$ cat src/rtl/breakout_ball_engine.sv
// Per-frame paddle and ball update for the breakout game: each accepted frame pulse
// runs STEPS_PER_FRAME single-cycle sub-steps of paddle motion and subpixel ball physics.
module breakout_ball_engine #(
    parameter int SUBPIXEL_BITS       = 3,
    parameter int STEPS_PER_FRAME     = 3,
    parameter int PADDLE_LENGTH_PIXEL = 60,
    parameter int PADDLE_SPEED        = 1,
    parameter int BALL_SIZE_PIXEL     = 8,
    parameter int GAME_BEGIN_X        = 8,
    parameter int GAME_END_X          = 792,
    parameter int GAME_TOP_Y          = 8,
    parameter int PADDLE_Y            = 584,
    parameter int SCREEN_BOTTOM_Y     = 600,
    parameter int LIVES               = 3
) (
    input  logic       CLK,
    input  logic       RESET,
    input  logic       START_UPDATE,
    input  logic       BTN_LEFT,
    input  logic       BTN_RIGHT,
    input  logic       BTN_RELEASE,
    output logic [9:0] PADDLE_X_PIXEL,
    output logic [9:0] BALL_X_PIXEL,
    output logic [9:0] BALL_Y_PIXEL,
    output logic [2:0] LIVES_LEFT,
    output logic       BUSY,
    output logic       UPDATE_DONE,
    output logic       GAME_OVER
);

    localparam int PW        = 10 + SUBPIXEL_BITS;
    localparam int AW        = PW + 2;
    localparam int SUB       = 1 << SUBPIXEL_BITS;
    localparam int PAD_MIN   = GAME_BEGIN_X;
    localparam int PAD_MAX   = GAME_END_X - PADDLE_LENGTH_PIXEL;
    localparam int PAD_RESET = (GAME_BEGIN_X + GAME_END_X - PADDLE_LENGTH_PIXEL) / 2;
    localparam int REST_OFF  = (PADDLE_LENGTH_PIXEL - BALL_SIZE_PIXEL) / 2;

    localparam logic signed [AW-1:0] X_MIN  = AW'(GAME_BEGIN_X * SUB);
    localparam logic signed [AW-1:0] X_MAX  = AW'((GAME_END_X - BALL_SIZE_PIXEL) * SUB);
    localparam logic signed [AW-1:0] Y_MIN  = AW'(GAME_TOP_Y * SUB);
    localparam logic signed [AW-1:0] Y_REST = AW'((PADDLE_Y - BALL_SIZE_PIXEL) * SUB);
    localparam logic signed [AW-1:0] Y_LOSS = AW'(SCREEN_BOTTOM_Y * SUB);
    localparam logic [PW-1:0]        BX_RESET = PW'((PAD_RESET + REST_OFF) * SUB);

    typedef enum logic [1:0] {S_WAIT, S_PLAY, S_LOST, S_OVER} state_e;

    state_e             state_q, state_d;
    logic [9:0]         paddle_q, paddle_d;
    logic [PW-1:0]      bx_q, bx_d, by_q, by_d;
    logic signed [4:0]  vx_q, vx_d, vy_q, vy_d;
    logic [2:0]         lives_q, lives_d;
    logic [2:0]         step_q, step_d;
    logic [1:0]         frame_q, frame_d;
    logic               busy_q, busy_d, done_q, done_d, over_q, over_d;

    logic [9:0]         paddle_mv;
    logic [10:0]        pad_inc;
    logic signed [AW-1:0] nx_s, ny_s, px_x, px_y;
    logic signed [4:0]  px_vx, px_vy;
    logic [9:0]         bpx;
    logic signed [15:0] off, off_c;
    logic [1:0]         zone;
    logic               overlap, hit, px_lost;

    // Shared by the launch direction (frame counter) and the paddle hit zone.
    function automatic logic signed [4:0] dir_vx(input logic [1:0] sel);
        case (sel)
            2'd0:    dir_vx = -5'sd2;
            2'd1:    dir_vx = -5'sd1;
            2'd2:    dir_vx = 5'sd1;
            default: dir_vx = 5'sd2;
        endcase
    endfunction

    always_comb begin : frame_seq
        busy_d  = busy_q;
        step_d  = step_q;
        frame_d = frame_q;
        done_d  = 1'b0;
        if (!busy_q && START_UPDATE) begin
            busy_d  = 1'b1;
            step_d  = 3'd0;
            frame_d = frame_q + 2'd1;
        end else if (busy_q) begin
            if (step_q == 3'(STEPS_PER_FRAME - 1)) begin
                busy_d = 1'b0;
                done_d = 1'b1;
            end else begin
                step_d = step_q + 3'd1;
            end
        end
    end

    always_comb begin : paddle_math
        paddle_mv = paddle_q;
        pad_inc   = {1'b0, paddle_q} + 11'(PADDLE_SPEED);
        if (BTN_LEFT && !BTN_RIGHT) begin
            if ({1'b0, paddle_q} < 11'(PAD_MIN + PADDLE_SPEED)) paddle_mv = 10'(PAD_MIN);
            else                                                paddle_mv = paddle_q - 10'(PADDLE_SPEED);
        end else if (BTN_RIGHT && !BTN_LEFT) begin
            if (pad_inc > 11'(PAD_MAX)) paddle_mv = 10'(PAD_MAX);
            else                        paddle_mv = pad_inc[9:0];
        end
    end

    always_comb begin : ball_math
        nx_s  = $signed({2'b00, bx_q}) + $signed({{(AW-5){vx_q[4]}}, vx_q});
        ny_s  = $signed({2'b00, by_q}) + $signed({{(AW-5){vy_q[4]}}, vy_q});
        px_x  = nx_s;
        px_vx = vx_q;
        if (nx_s < X_MIN) begin
            px_x  = X_MIN;
            px_vx = -vx_q;
        end else if (nx_s > X_MAX) begin
            px_x  = X_MAX;
            px_vx = -vx_q;
        end
        px_y  = ny_s;
        px_vy = vy_q;
        if (ny_s < Y_MIN) begin
            px_y  = Y_MIN;
            px_vy = -vy_q;
        end
        bpx     = px_x[PW-1:SUBPIXEL_BITS];
        overlap = ({1'b0, bpx} + 11'(BALL_SIZE_PIXEL) > {1'b0, paddle_q}) &&
                  ({1'b0, bpx} < {1'b0, paddle_q} + 11'(PADDLE_LENGTH_PIXEL));
        off     = $signed({6'd0, bpx}) - $signed({6'd0, paddle_q}) + 16'(BALL_SIZE_PIXEL / 2);
        if (off < 16'sd0)                               off_c = 16'sd0;
        else if (off > 16'(PADDLE_LENGTH_PIXEL - 1))    off_c = 16'(PADDLE_LENGTH_PIXEL - 1);
        else                                            off_c = off;
        if ((off_c * 16'sd4) < 16'(PADDLE_LENGTH_PIXEL))          zone = 2'd0;
        else if ((off_c * 16'sd4) < 16'(2 * PADDLE_LENGTH_PIXEL)) zone = 2'd1;
        else if ((off_c * 16'sd4) < 16'(3 * PADDLE_LENGTH_PIXEL)) zone = 2'd2;
        else                                                      zone = 2'd3;
        // Crossing test on the ball bottom edge so a fast ball cannot tunnel through.
        hit = (vy_q > 5'sd0) && ($signed({2'b00, by_q}) <= Y_REST) && (ny_s > Y_REST) && overlap;
        if (hit) begin
            px_y  = Y_REST;
            px_vy = -vy_q;
            px_vx = dir_vx(zone);
        end
        px_lost = (px_y >= Y_LOSS);
    end

    always_comb begin : next_state
        state_d = state_q;
        if (busy_q) begin
            case (state_q)
                S_WAIT:  if (BTN_RELEASE) state_d = S_PLAY;
                S_PLAY:  if (px_lost) state_d = S_LOST;
                S_LOST:  state_d = (lives_q == 3'd1) ? S_OVER : S_WAIT;
                default: state_d = S_OVER;
            endcase
        end
    end

    always_comb begin : datapath
        paddle_d = paddle_q;
        bx_d     = bx_q;
        by_d     = by_q;
        vx_d     = vx_q;
        vy_d     = vy_q;
        lives_d  = lives_q;
        over_d   = over_q;
        if (busy_q) begin
            case (state_q)
                S_WAIT: begin
                    // Resting ball stays centred on the paddle as it moves this sub-step.
                    paddle_d = paddle_mv;
                    bx_d     = {paddle_mv + 10'(REST_OFF), {SUBPIXEL_BITS{1'b0}}};
                    by_d     = Y_REST[PW-1:0];
                    vx_d     = 5'sd0;
                    vy_d     = 5'sd0;
                    if (BTN_RELEASE) begin
                        vx_d = dir_vx(frame_q);
                        vy_d = -5'sd4;
                    end
                end
                S_PLAY: begin
                    paddle_d = paddle_mv;
                    bx_d     = px_x[PW-1:0];
                    by_d     = px_y[PW-1:0];
                    vx_d     = px_vx;
                    vy_d     = px_vy;
                end
                S_LOST: begin
                    paddle_d = paddle_mv;
                    vx_d     = 5'sd0;
                    vy_d     = 5'sd0;
                    lives_d  = lives_q - 3'd1;
                    if (lives_q == 3'd1) over_d = 1'b1;
                end
                default: ;
            endcase
        end
    end

    always_ff @(posedge CLK) begin
        if (RESET) begin
            state_q  <= S_WAIT;
            paddle_q <= 10'(PAD_RESET);
            bx_q     <= BX_RESET;
            by_q     <= Y_REST[PW-1:0];
            vx_q     <= 5'sd0;
            vy_q     <= 5'sd0;
            lives_q  <= 3'(LIVES);
            step_q   <= 3'd0;
            frame_q  <= 2'd0;
            busy_q   <= 1'b0;
            done_q   <= 1'b0;
            over_q   <= 1'b0;
        end else begin
            state_q  <= state_d;
            paddle_q <= paddle_d;
            bx_q     <= bx_d;
            by_q     <= by_d;
            vx_q     <= vx_d;
            vy_q     <= vy_d;
            lives_q  <= lives_d;
            step_q   <= step_d;
            frame_q  <= frame_d;
            busy_q   <= busy_d;
            done_q   <= done_d;
            over_q   <= over_d;
        end
    end

    assign PADDLE_X_PIXEL = paddle_q;
    assign BALL_X_PIXEL   = bx_q[PW-1:SUBPIXEL_BITS];
    assign BALL_Y_PIXEL   = by_q[PW-1:SUBPIXEL_BITS];
    assign LIVES_LEFT     = lives_q;
    assign BUSY           = busy_q;
    assign UPDATE_DONE    = done_q;
    assign GAME_OVER      = over_q;

endmodule
$ cat config.mk
export PLATFORM = sky130hd
export DESIGN_NAME = breakout_ball_engine
export DESIGN_NICKNAME = d
export VERILOG_FILES = /design/src/rtl/breakout_ball_engine.sv
export SDC_FILE = /design/constraint.sdc
export NUM_CORES = 1
export LEC_CHECK = 0
export ABC_AREA = 1
export CAP_MARGIN = 30
export CELL_PAD_IN_SITES_DETAIL_PLACEMENT = 1
export CELL_PAD_IN_SITES_GLOBAL_PLACEMENT = 2
export CORE_MARGIN = 10
export CORE_UTILIZATION = 40
export CTS_CLUSTER_DIAMETER = 150
export DETAILED_ROUTE_END_ITERATION = 12
export DONT_BUFFER_PORTS = 1
export PLACE_DENSITY = 0.93
export SYNTH_ARGS = -nofsm -noshare
export SYNTH_HDL_FRONTEND = slang
export SYNTH_SLANG_ARGS = --single-unit
$ cat constraint.sdc
create_clock -name CLK -period 10.2 [get_ports CLK]
set_input_delay 1.53 -clock CLK [delete_from_list [all_inputs] [get_ports CLK]]
set_output_delay 1.53 -clock CLK [all_outputs]
set_load 0.01 [all_outputs]
==> impl_metrics.env <==
export IMPL_outcome="finished, final reports clean"
export IMPL_tightest_slew_ns=0.894
export IMPL_drc=0
export IMPL_cts_tree="yes"
export IMPL_pre_cts_slack_ns=3.95
export IMPL_synth_ff_type="dfxtp_1"
export IMPL_cts_htree_levels=3
export IMPL_hold_path_class="reg2reg"
export IMPL_path_class="reg2reg"
export IMPL_synth_cell_area_mm2=0.00688
export IMPL_wire_per_inst_um=16.8
export IMPL_clock_sinks=59
export IMPL_hold_violations=0
export IMPL_synth_cell_type_count=59
export IMPL_gp_congestion=0.888
export IMPL_setup_slack_ns=3.93
export IMPL_drt_initial_drc_count=296
export IMPL_hpwl_mm=16.8
export IMPL_area_growth_pct=5.28
export IMPL_hold_buffers=0
export IMPL_die_y_um=151
export IMPL_async_flop_share_pct=0
export IMPL_drtPass1Iterations=4
export IMPL_synth_edff_count=0
export IMPL_antenna_found_initial=0
export IMPL_dieArea_mm2=0.0228
export IMPL_reg2reg_depth=36
export IMPL_cts_buffer_depth=2
export IMPL_syn_nets=1129
export IMPL_path_clk_slew_ns=0.05
export IMPL_fin_nets=1103
export IMPL_cp_num_buf_inv=4
export IMPL_routed_via_density=5.35
export IMPL_grt_pass1_vias=6751
export IMPL_cpMaxStageDelayCell="dfxtp_1"
export IMPL_grt_first_pass_wirelength_mm=34.5
export IMPL_mostFrequentLayoutCell="nand2_1"
export IMPL_finalMaxSlewViolations=0
export IMPL_cp_required_ns=10.42
export IMPL_critPathLaunch="vx_q[4]"
export IMPL_cp_num_cells=36
export IMPL_worst_setup_path_start_kind="register"
export IMPL_rrSetupSlack_ns=3.93
export IMPL_p_leak_nw=3.65
export IMPL_yosys_warnings=0
export IMPL_avgSynthCellArea_um2=6.61
export IMPL_post_cts_buffers=0
export IMPL_io_buffers=0
export IMPL_fmax_mhz=159
export IMPL_ys_seq_elements=59
export IMPL_power_w=0.00154
export IMPL_antennaDiodeCount=0
export IMPL_track_usage_pct=18.4
export IMPL_finClkSkew_ns=0.00689
export IMPL_endpoint="vx_q[1]"
export IMPL_critPathArrivalTime_ns=6.49
export IMPL_drtAntennaViolNets=0
export IMPL_cts_buffers=9
export IMPL_peakVddDrop_uv=100
export IMPL_worstPathMaxFanout=13
export IMPL_cts_resized=0
export IMPL_rsz0062_at_grt="no"
export IMPL_period_needed_ns=6.27
export IMPL_fill_cells=2228
export IMPL_finalCritPeriodShare_pct=61.5
export IMPL_synthCells=1040
export IMPL_powerDensity_mw_per_mm2=213
export IMPL_num_rows=47
export IMPL_cpPeakStageDelay_ns=0.72
export IMPL_clk_latency_ns=0.33
export IMPL_ios=42
export IMPL_fin_tns_setup_ns=0
export IMPL_routed_wl_mm=20.8
export IMPL_root_buffer="clkbuf_16"
export IMPL_grt_overflow=0
export IMPL_finalSetupViolations=0
export IMPL_reg2reg_to="vx_q[1]"
export IMPL_rr_startpoint="vx_q[4]"
export IMPL_seq_area_frac_synth_pct=17.2
export IMPL_final_cell_mix="nand2_1, inv_1, a21oi_1"
export IMPL_crit_path_end_kind="register"
export IMPL_grt_max_degree=39
export IMPL_layout_drive_gt1_share_pct=8.73
export IMPL_coreArea_mm2=0.0167
export IMPL_dr_total_vias=6624
export IMPL_initial_core_util_pct=41.2
export IMPL_dieWidth_um=151
export IMPL_relSlewSlack_pct=40.2
export IMPL_cap_violations=0
export IMPL_crit_family="simple AND/OR/NAND/NOR gates"
[synthesized netlist by cell type, types with 6 or more instances]
cell        n  area [µm²]
inv_2       8        30.0
nor4_1      7        43.8
dfxtp_1    59        1180
o21ai_1     9        45.0
nand3_1    66         330
buf_4      21         158
a21oi_1    90         450
ha_1       80        1000
xnor2_1     7        61.3
xor2_1     32         280
nand2_1   238         893
a21o_1      8        60.1
nand2_2    10        62.6
nand4_1    20         125
nor2_4      6        67.6
o21ai_0    48         240
nor2_1     62         233
clkbuf_1    8        30.0
a21oi_2     7        61.3
nor3_1     15        75.1
inv_1     143         537
[sequential cells by signal, summed over array words and instances (netlist names)]
| name | cells |
|---|---|
| UPDATE_DONE | 1 |
| by_q | 13 |
| LIVES_LEFT | 3 |
| GAME_OVER | 1 |
| PADDLE_X_PIXEL | 10 |
| vy_q | 5 |
| state_q | 2 |
| frame_q | 2 |
| BUSY | 1 |
| bx_q | 13 |
| vx_q | 5 |
| step_q | 3 |
[stage by stage]
stage	utilization (%)	cell area, µm²	hold slack, ns	cells
final	43.3	7240	0.475	1239
after detailed placement	41.4	6920	0.467	1223
after global routing	43.3	7240	0.508	1239
after floorplan	-	6880	0.450	1040
after global placement	41.4	6910	0.457	1222
after CTS	43.3	7240	0.476	1239
[worst min-delay path by stage]
stage | from | to | slack (ns) | cells past startpoint
floorplan | bx_q[0] | bx_q[0] | 0.45 | 2
global placement | bx_q[0] | bx_q[0] | 0.46 | 2
detailed placement | bx_q[0] | bx_q[0] | 0.47 | 2
CTS | bx_q[0] | bx_q[0] | 0.48 | 2
global route | step_q[0] | step_q[0] | 0.51 | 2
finish | bx_q[0] | bx_q[0] | 0.48 | 2
[per-layer routing]
layer / vias up / GRT usage, % / share of wire [%]
met3: 17 / 2.45 / 2.9
met5: - / 0 / 0
met2: 75 / 32.5 / 48
met1: 3150 / 23.3 / 47
met4: 0 / 4.19 / 1.3
li1: 3382 / - / -
[power breakdown]
| group | internal, W | switching, W | total, W |
|---|---|---|---|
| clock | 0.000213 | 0.000113 | 0.000326 |
| sequential | 0.000248 | 0.0000392 | 0.000287 |
| combinational | 0.000315 | 0.000614 | 0.000929 |
| total | 0.000776 | 0.000766 | 0.00154 |
[cells by family after synthesis]
logic type / Yosys count / share of synthesized area (%)
buffers and inverters: 194 / 12.1
adders and majority gates: 83 / 15.4
xor gates and xnor gates: 47 / 6.86
AOI/OAI and AO/OA: 205 / 18.1
and+or+nand+nor: 452 / 30.3
DFF: 59 / 17.2
[worst register-to-register path, delay by kind of cell, from the launching register on]
kind                       cells  cell delay (ns)
xor gates and xnor gates       3             0.68
buffers and inverters          4             0.41
adders and majority gates      4             1.23
AOI/OAI and AO/OA              9             1.36
DFF                            1             0.72
and+or+nand+nor               16             1.78
[area by class of cell]
| type | count | area (µm²) | area share (%) |
|---|---|---|---|
| repair buffers | 1 | 7.51 | 0.104 |
| multi-input cells | 787 | 4860 | 67.2 |
| well taps | 220 | 275 | 3.80 |
| inverters | 156 | 594 | 8.21 |
| flip-flops and latches | 59 | 1180 | 16.3 |
| clock inverters | 7 | 92.6 | 1.28 |
| clock buffers | 9 | 225 | 3.11 |
(Power assumes the default switching activity.)
